<file path="src/rtl/bram_init_writer_if.sv">
// Purpose: write-side bus of bram_init_writer: user write request in, RAM write port out.
// Ports:   user_we/user_addr/user_din/user_ready (user path), ram_we/ram_addr/ram_din (RAM port).
// Modports: master = user/RAM side (the environment), slave = bram_init_writer.
interface bram_init_writer_if #(
   parameter int unsigned RAM_WIDTH  = 16,
   parameter int unsigned ADDR_WIDTH = 9
);
   logic                  user_we;
   logic [ADDR_WIDTH-1:0] user_addr;
   logic [RAM_WIDTH-1:0]  user_din;
   logic                  user_ready;
   logic                  ram_we;
   logic [ADDR_WIDTH-1:0] ram_addr;
   logic [RAM_WIDTH-1:0]  ram_din;

   modport master (
      output user_we, user_addr, user_din,
      input  user_ready, ram_we, ram_addr, ram_din
   );

   modport slave (
      input  user_we, user_addr, user_din,
      output user_ready, ram_we, ram_addr, ram_din
   );
endinterface

</file>
<file path="src/rtl/bram_init_writer.sv">
// Purpose: sweeps INIT_DEPTH words of INIT_VALUE from ADDR_OFFSET after reset or init_req,
//          then passes user writes straight to the RAM write port.
// Latency: one registered stage; a user write accepted in cycle N appears on ram_* after edge N+1.
// Backpressure: user_ready=0 while sweeping or on an init_req cycle; writes offered then are dropped.
// Ports: clk, rst (async, active-high), init_req (start/restart sweep), busy, done,
//        bus (slave): user_we/user_addr/user_din in, user_ready/ram_we/ram_addr/ram_din out.
module bram_init_writer #(
   parameter int unsigned          RAM_WIDTH   = 16,
   parameter int unsigned          ADDR_WIDTH  = 9,
   parameter int unsigned          INIT_DEPTH  = 16,
   parameter int unsigned          ADDR_OFFSET = 0,
   parameter logic [RAM_WIDTH-1:0] INIT_VALUE  = '0
) (
   input  logic              clk,
   input  logic              rst,
   input  logic              init_req,
   output logic              busy,
   output logic              done,
   bram_init_writer_if.slave bus
);

   localparam int unsigned CNT_W = $clog2(INIT_DEPTH + 1);
   localparam logic [CNT_W-1:0]      LAST_CNT  = CNT_W'(INIT_DEPTH - 1);
   localparam logic [ADDR_WIDTH-1:0] ADDR_BASE = ADDR_WIDTH'(ADDR_OFFSET);

   generate
      if (INIT_DEPTH < 1) begin : g_bad_depth
         $error("bram_init_writer: INIT_DEPTH must be at least 1");
      end
      if ((64'(ADDR_OFFSET) + 64'(INIT_DEPTH)) > (64'(1) << ADDR_WIDTH)) begin : g_bad_range
         $error("bram_init_writer: sweep range exceeds the address space");
      end
   endgenerate

   typedef enum logic {ST_CLEAR, ST_DONE} state_t;

   state_t                state_q, state_d;
   logic [CNT_W-1:0]      cnt_q, cnt_d;
   logic                  ram_we_q, ram_we_d;
   logic [ADDR_WIDTH-1:0] ram_addr_q, ram_addr_d;
   logic [RAM_WIDTH-1:0]  ram_din_q, ram_din_d;
   logic                  busy_q, busy_d;
   logic                  done_q, done_d;
   logic [CNT_W-1:0]      cnt_eff;
   logic                  user_ready;

   assign user_ready     = (state_q == ST_DONE) && !init_req;
   assign bus.user_ready = user_ready;
   assign bus.ram_we     = ram_we_q;
   assign bus.ram_addr   = ram_addr_q;
   assign bus.ram_din    = ram_din_q;
   assign busy           = busy_q;
   assign done           = done_q;

   always_comb begin
      state_d    = state_q;
      cnt_d      = cnt_q;
      ram_we_d   = ram_we_q;
      ram_addr_d = ram_addr_q;
      ram_din_d  = ram_din_q;
      busy_d     = busy_q;
      done_d     = done_q;
      // A restart inside a sweep issues ADDR_OFFSET on the very edge it is seen.
      cnt_eff    = init_req ? '0 : cnt_q;

      case (state_q)
         ST_CLEAR: begin
            busy_d     = 1'b1;
            done_d     = 1'b0;
            ram_we_d   = 1'b1;
            ram_addr_d = ADDR_BASE + ADDR_WIDTH'(cnt_eff);
            ram_din_d  = INIT_VALUE;
            if (cnt_eff == LAST_CNT) begin
               cnt_d   = '0;
               state_d = ST_DONE;
            end else begin
               cnt_d = cnt_eff + CNT_W'(1);
            end
         end
         default: begin
            if (init_req) begin
               state_d  = ST_CLEAR;
               cnt_d    = '0;
               busy_d   = 1'b1;
               done_d   = 1'b0;
               ram_we_d = 1'b0;
            end else begin
               // busy/done flip one edge after entering DONE, i.e. on the edge the
               // RAM samples the last clear write.
               busy_d   = 1'b0;
               done_d   = 1'b1;
               ram_we_d = bus.user_we;
               if (bus.user_we) begin
                  ram_addr_d = bus.user_addr;
                  ram_din_d  = bus.user_din;
               end
            end
         end
      endcase
   end

   always_ff @(posedge clk or posedge rst) begin
      if (rst) begin
         state_q    <= ST_CLEAR;
         cnt_q      <= '0;
         ram_we_q   <= 1'b0;
         ram_addr_q <= '0;
         ram_din_q  <= '0;
         busy_q     <= 1'b1;
         done_q     <= 1'b0;
      end else begin
         state_q    <= state_d;
         cnt_q      <= cnt_d;
         ram_we_q   <= ram_we_d;
         ram_addr_q <= ram_addr_d;
         ram_din_q  <= ram_din_d;
         busy_q     <= busy_d;
         done_q     <= done_d;
      end
   end

endmodule

</file>
<file path="src/flat_wrapper.sv">
// flat-port wrapper written by rule: the top's interface ports become plain ports
module bram_init_writer_flat 
#(
   parameter int unsigned          RAM_WIDTH   = 16,
   parameter int unsigned          ADDR_WIDTH  = 9,
   parameter int unsigned          INIT_DEPTH  = 16,
   parameter int unsigned          ADDR_OFFSET = 0,
   parameter logic [RAM_WIDTH-1:0] INIT_VALUE  = '0
)
  (clk, rst, init_req, busy, done, bus_user_we, bus_user_addr, bus_user_din, bus_user_ready, bus_ram_we, bus_ram_addr, bus_ram_din);
  bram_init_writer_if #(.RAM_WIDTH(RAM_WIDTH), .ADDR_WIDTH(ADDR_WIDTH)) bus_i ();
  input  logic clk;
  input  logic rst;
  input  logic init_req;
  output logic busy;
  output logic done;
  input wire logic [$bits(bus_i.user_we)-1:0] bus_user_we;
  input wire logic [$bits(bus_i.user_addr)-1:0] bus_user_addr;
  input wire logic [$bits(bus_i.user_din)-1:0] bus_user_din;
  output wire logic [$bits(bus_i.user_ready)-1:0] bus_user_ready;
  output wire logic [$bits(bus_i.ram_we)-1:0] bus_ram_we;
  output wire logic [$bits(bus_i.ram_addr)-1:0] bus_ram_addr;
  output wire logic [$bits(bus_i.ram_din)-1:0] bus_ram_din;
  assign bus_i.user_we = bus_user_we;
  assign bus_i.user_addr = bus_user_addr;
  assign bus_i.user_din = bus_user_din;
  assign bus_user_ready = bus_i.user_ready;
  assign bus_ram_we = bus_i.ram_we;
  assign bus_ram_addr = bus_i.ram_addr;
  assign bus_ram_din = bus_i.ram_din;
  bram_init_writer #(.RAM_WIDTH(RAM_WIDTH), .ADDR_WIDTH(ADDR_WIDTH), .INIT_DEPTH(INIT_DEPTH), .ADDR_OFFSET(ADDR_OFFSET), .INIT_VALUE(INIT_VALUE)) u_core (.clk(clk), .rst(rst), .init_req(init_req), .busy(busy), .done(done), .bus(bus_i));
endmodule
</file>
<file path="config.mk">
export PLATFORM = sky130hd
export DESIGN_NAME = bram_init_writer_flat
export DESIGN_NICKNAME = d
export VERILOG_FILES = /design/src/rtl/bram_init_writer_if.sv /design/src/rtl/bram_init_writer.sv /design/src/flat_wrapper.sv
export SDC_FILE = /design/constraint.sdc
export NUM_CORES = 1
export LEC_CHECK = 0
export BUFFER_PORTS_ARGS = -buffer_cell sky130_fd_sc_hd__buf_2
export CORE_ASPECT_RATIO = 1.25
export CORE_MARGIN = 10
export CORE_UTILIZATION = 50
export CTS_CLUSTER_SIZE = 12
export DETAILED_ROUTE_END_ITERATION = 8
export GPL_TIMING_DRIVEN = 0
export PLACE_DENSITY = 0.83
export SLEW_MARGIN = 20
export SYNTH_ARGS = -nofsm -noshare
export SYNTH_HDL_FRONTEND = slang
export SYNTH_SLANG_ARGS = --single-unit
</file>
<file path="constraint.sdc">
create_clock -name clk -period 2.05 [get_ports clk]
set_clock_uncertainty 0.15 [all_clocks]
set_input_delay 0.205 -clock clk [delete_from_list [all_inputs] [get_ports clk]]
set_output_delay 0.205 -clock clk [all_outputs]
set_load 0.05 [all_outputs]
</file>
==> results of run 1 <==
cells in the mapped netlist, types with 2 or more instances:
| library cell | count |
|---|---|
| a31oi_1 | 2 |
| a22o_2 | 17 |
| a22o_1 | 3 |
| inv_4 | 2 |
| and3_1 | 3 |
| and2b_2 | 2 |
| xor2_1 | 2 |
| o2bb2ai_1 | 2 |
| a221o_2 | 3 |
| inv_1 | 2 |
| dfrtp_1 | 33 |
| nor2_1 | 4 |
| buf_6 | 6 |
metrics by stage:
step / total power, mW / cell area, um2 / hold slack [ns] / instances
after global placement: 0.805 / 1690 / 0.261 / 183
after global routing: 1.34 / 1990 / 0.0325 / 213
final: 1.27 / 1990 / 0.0162 / 213
after floorplan: 0.765 / 1370 / 0.188 / 93
after CTS: 1.28 / 1990 / 0.0133 / 213
after detailed placement: 0.808 / 1690 / 0.196 / 183
layout make-up:
class | instances | area [um2] | area share, %
inverters | 4 | 20.0 | 1.01
plain buffers | 6 | 67.6 | 3.39
multi-input cells | 49 | 429 | 21.6
flip-flops and latches | 34 | 852 | 42.8
clock buffers | 8 | 78.8 | 3.96
repair buffers | 78 | 500 | 25.1
well taps | 34 | 42.5 | 2.14
cell usage in the layout (no fill, tap or decap), types with 2 or more instances in the layout:
cell / instances
and2b_2: 2
a22o_2: 17
dlygate4sd3_1: 22
clkbuf_8: 3
a31oi_1: 2
nor2_1: 4
xor2_1: 2
a221o_2: 3
dfrtp_1: 33
and3_1: 3
clkbuf_4: 5
buf_2: 56
o2bb2ai_1: 2
inv_4: 2
a22o_1: 3
buf_6: 6
power by group through the flow:
stage | Sequential, mW | Combinational, mW | Clock (mW)
2_1_floorplan | 0.726 | 0.0385 | 0
3_3_place_gp | 0.709 | 0.0963 | 0
3_5_place_dp | 0.709 | 0.0992 | 0
4_1_cts | 0.696 | 0.132 | 0.456
5_1_grt | 0.699 | 0.146 | 0.497
6_report | 0.696 | 0.133 | 0.444
flip-flops by register name, indices dropped and copies added, names as in the netlist:
| register | count |
|---|---|
| u_core.bus.ram_we | 1 |
| u_core.busy | 1 |
| u_core.bus.ram_addr | 9 |
| u_core.cnt_q | 5 |
| u_core.bus.ram_din | 16 |
| u_core.state_q | 1 |
| u_core.done | 1 |
routing by layer:
metal	wire, um	part of all wire [%]	track usage (%)
met1	1390	37	15.2
met2	1880	51	25.3
met3	366	9.8	7.39
met4	81	2.2	6.51
met5	0	0	0
cells by family after synthesis:
| family | Yosys count |
|---|---|
| flops | 34 |
| compound gates | 32 |
| buf+inv | 10 |
| xor+xnor | 3 |
| simple gates | 14 |
worst max-delay path, stage by stage:
cell and delay, ns:
dlygate4sd3_1 0.55, buf_6 0.14, inv_4 0.09, nand2_4 0.07
inv_4 0.08, buf_2 0.26
how the worst max path moves through the flow:
| stage | to | depth (start not counted) |
|---|---|---|
| after CTS | bus_user_ready | 6 |
| after detailed placement | u_core.bus.ram_din[10] | 4 |
| after global placement | u_core.cnt_q[1] | 2 |
| after global routing | bus_user_ready | 6 |
| final | bus_user_ready | 6 |
| after floorplan | u_core.bus.ram_addr[3] | 3 |
==> results.toml, run 1 <==
[final_layout]
final_core_util_pct = 75.0
fillers = 174
syn_to_final_growth_pct = 45.4
num_antenna_cells = 0
drive_gt1_share_pct = 55.3
nets = 207

[synthesis]
netlist.area_leader.share_pct = 60.3
synth_top_family_by_area = "compound AO/OA/AOI/OAI gates"
synthArstFlopShare_pct = 100
syn_area_per_cell_um2 = 14.7
synthMuxAreaShare_pct = 0
syn-cell-area_um2 = 1370
yosys-top-cells-area = "dfrtp_1 60%, a22o_2 12%, buf_6 4.9%"
synth-seq-cells = 34
yosysUniqueCellTypes = 25
yosys.area_share.simple_pct = 6.86
synth_edf_count = 0
synth_adder_area_share_pct = 0
synth_xor_area_share_pct = 1.92
synth_seq_area_share_pct = 62.2
synth_compound_gate_area_share_pct = 22.6
synth-main-ff-cell = "dfrtp_1"
syn_inst = 93
ys_warn_count = 0
synth_top_cell_by_area = "dfrtp_1"
synthesis.nets = 122

[worst_hold_path]
hold_path_depth = 3
hold_end = "u_core.bus.ram_addr[4]"
hp-class = "input pin to flip-flop"
hp-start = "bus_user_addr[4]"

[cts]
insertion_delay_ns = 0.33
cts_num_sinks = 34
htree_levels = 2
cts_buffers = 5
cts_root_buf = "clkbuf_4"
cts_tree = "done"
max-clock-path-buffers = 2
cts_setup_buffers = 0
clk_pin_slew_ns = 0.09
cts-resized-gates = 0
ctsHoldBuffers = 22

[sta]
fmax_mhz = 571
slew_violations = 0
hold_viol = 0
finalSetupTns_ns = 0
slew_headroom_pct = 55.0
tightest_slew_ns = 0.674
rsz0062_at_grt = "false"
period_share_pct = 85.4
setup_slack_ns = 0.300
period_minus_slack_ns = 1.75
finalSetupViolCount = 0

[global_routing]
grt_overflow = 0
grt_pass1_vias = 1189
antenna_found_initial = 0
grt_max_degree = 35
grt_pass1_wl_um = 6000
grt.total_usage_pct = 15.1

[power]
irDropWorstVdd_v = 0.000405
clockPowerShare_pct = 34.9
power.net_switching_uw = 290
internal_power_uw = 983
p_comb_share_pct = 10.4
powerDensity_nw_per_um2 = 639
p_leak_nw = 1.08
seqPwrFrac_pct = 54.7
p_sw_share_pct = 22.7

[drt]
wl_um = 3720
drc = 0
drt-pass1-iter-count = 4
drt-initial-drc-count = 53
drtAntennaViolNets = 0
route.vias.total = 1112
drt-vias-per-instance = 5.22
wl_per_cell_um = 17.5

[die]
die_area_um2 = 5240
ios = 58
initial_core_util_pct = 51.6
die_w_um = 66.8
coreArea_um2 = 2650
die_y_um = 78.5
rows = 21

[critical_path]
r2r-start = "u_core.state_q"
end_kind = "primary output"
reg2regPathDepth = 4
regToRegSetupSlack_ns = 0.62
startpoint_type = "input pin"
worst-path-max-fanout = 8
crit_type = "input pin to primary output"
r2r-end = "u_core.bus.ram_din[13]"
setup.worst_path.start = "init_req"
worstPathRequired_ns = 1.69
cp.arrival_ns = 1.40

[run]
drv_cap = 0

[place]
port_buffers = 56
detailedPlace.worstSlack_ns = 0.644
post-dp-hpwl_um = 2530
gp_congestion = 0.815

[run_status]
status = "finished, final reports clean"
Note: power is estimated with default switching activity, not from simulation.
==> run 2: changes to the inputs <==
--- a/config.mk
+++ b/config.mk
@@ -11,7 +11,6 @@
 export CORE_UTILIZATION = 50
 export CTS_CLUSTER_SIZE = 12
 export DETAILED_ROUTE_END_ITERATION = 8
-export GPL_TIMING_DRIVEN = 0
 export PLACE_DENSITY = 0.83
 export SLEW_MARGIN = 20
 export SYNTH_ARGS = -nofsm -noshare
==> run 2 against run 1 <==
  * Non-clock buffer count is 4 lower
  * Via count is 4.0% lower
  * Core utilization is 2.8 points lower
  * Cell count is 1.9% lower
  * Sequential power hardly changed
  * Power is 5.6% lower
  * Combinational power hardly changed
  * Routed wire length is 4.2% lower
  * Setup slack worse by 0.062 ns
  * Register-to-register slack worse by 0.24 ns
  * Sequential share of layout area is 1.7 points higher
  * Critical endpoint unchanged
  * Largest cell class unchanged
==> results.toml, run 2 (synthesized netlist as in run 1, its figures left out) <==
[place]
detailedPlace.worstSlack_ns = 0.417
port_buffers = 57
gp_congestion = 0.899
dpl_cell_area_um2 = 1640
post-dp-hpwl_um = 2450

[critical_path]
cp_slowest_cell = "dlygate4sd3_1"
crit_type = "input pin to primary output"
end_kind = "primary output"
regToRegSetupSlack_ns = 0.38
startpoint_type = "input pin"
reg2regPathDepth = 2
worstPathRequired_ns = 1.69
worst-path-max-fanout = 8
r2r-end = "u_core.bus.ram_addr[2]"
r2r-start = "u_core.state_q"
critPathMaxStageDelay_ns = 0.53
crit_family = "buffers and inverters"
worstPathCellList = "dlygate4sd3_1 > buf_2 > inv_4 > nand2_4 > inv_4 > buf_2"
cp.arrival_ns = 1.46
critPathBufInv = 5

[sta]
period_share_pct = 88.4
period_minus_slack_ns = 1.81
slew_violations = 0
rsz0062_at_grt = "false"
tightest_slew_ns = 0.691
finalSetupViolCount = 0
hold_viol = 0
slew_headroom_pct = 53.8
setup_slack_ns = 0.238
fmax_mhz = 552
finalSetupTns_ns = 0

[final_layout]
layout_common_cells = "57 x buf_2, 33 x dfrtp_1, 22 x dlygate4sd3_1, 17 x a22o_2, 5 x clkbuf_4"
final_common_cell = "buf_2"
final_core_util_pct = 72.2
nets = 203
drive_gt1_share_pct = 52.6
largest_reg_flops = 16
num_antenna_cells = 0
syn_to_final_growth_pct = 39.9
final_area_um2 = 1920

[power]
power.net_switching_uw = 284
irDropWorstVdd_v = 0.000410
p_leak_nw = 1.04
p_comb_share_pct = 11.0
clockPowerShare_pct = 31.0
internal_power_uw = 918
seqPwrFrac_pct = 58.1
powerDensity_nw_per_um2 = 628
power_mw = 1.20
p_sw_share_pct = 23.6

[run_status]
status = "finished, final reports clean"

[cts]
max-clock-path-buffers = 2
cts_tree = "done"
cts_num_sinks = 34
ctsHoldBuffers = 22
cts_buffers = 5
cts_setup_buffers = 0
clk_pin_slew_ns = 0.09
insertion_delay_ns = 0.33
cts_root_buf = "clkbuf_4"
cts-resized-gates = 0
htree_levels = 2

[die]
die_w_um = 66.8
initial_core_util_pct = 51.6
rows = 21
ios = 58
coreArea_um2 = 2650
die_area_um2 = 5240
die_y_um = 78.5

[worst_hold_path]
hp-start = "bus_user_addr[4]"
hp-class = "input pin to flip-flop"
hold_path_depth = 3
hold_end = "u_core.bus.ram_addr[4]"

[drt]
drc = 0
wl_per_cell_um = 17.1
drt-initial-drc-count = 85
drt-pass1-iter-count = 4
route.vias.total = 1068
drtAntennaViolNets = 0
drt-vias-per-instance = 5.11
wl_um = 3570

[global_routing]
antenna_found_initial = 0
grt_pass1_vias = 1253
grt.total_usage_pct = 14.8
grt_pass1_wl_um = 6150
grt_overflow = 0
grt_max_degree = 35

[run]
drv_cap = 0
run 2: cell count changes in the layout (fill, tap and decap cells not counted):
cell / previous run / this run
buf_6: 6 / 0
clkbuf_1: 0 / 2
clkbuf_8: 3 / 1
buf_2: 56 / 57
buf_4: 0 / 1
inv_1: 1 / 2
inv_2: 1 / 0
run 2: worst max path at each step:
stage / from / endpoint / slack, ns / cells past startpoint
final: init_req / bus_user_ready / 0.24 / 6
after global placement: u_core.state_q / u_core.bus.ram_addr[1] / 0.48 / 2
after CTS: init_req / bus_user_ready / 0.24 / 6
after floorplan: u_core.state_q / u_core.bus.ram_addr[3] / 0.72 / 3
after global routing: init_req / bus_user_ready / 0.18 / 6
after detailed placement: u_core.state_q / u_core.bus.ram_addr[2] / 0.42 / 2
run 2: cell type report:
class,instances,area [um2]
Inverter,4,20.0
Timing Repair Buffer,80,513
Sequential cell,34,852
Tap cell,34,42.5
Fill cell,185,738
Multi-Input combinational cell,49,429
Clock buffer,8,58.8
run 2: layer usage:
layer / wire (um) / vias to the layer above / GRT usage (%)
met3: 351 / 5 / 5.54
li1: - / 507 / -
met2: 1700 / 42 / 23.3
met4: 42 / 0 / 6.30
met1: 1470 / 514 / 17.4
met5: 0 / - / 0
run 2: worst min-delay path: stages:
cell       delay (ns)
buf_2            0.08
a31oi_1          0.08
o2bb2ai_1        0.13
run 2: per-stage QoR:
step                hold WS [ns]  std cells
floorplan                  0.188         93
global placement           0.155        179
detailed placement         0.166        179
CTS                       0.0439        209
global route              0.0528        209
finish                    0.0451        209
run 2: power groups by stage:
| stage | Combinational [mW] | Clock [mW] | Sequential, mW |
|---|---|---|---|
| after floorplan | 0.0385 | 0 | 0.726 |
| after global placement | 0.0976 | 0 | 0.709 |
| after detailed placement | 0.0996 | 0 | 0.711 |
| after CTS | 0.132 | 0.387 | 0.698 |
| after global routing | 0.146 | 0.412 | 0.700 |
| final | 0.132 | 0.372 | 0.698 |
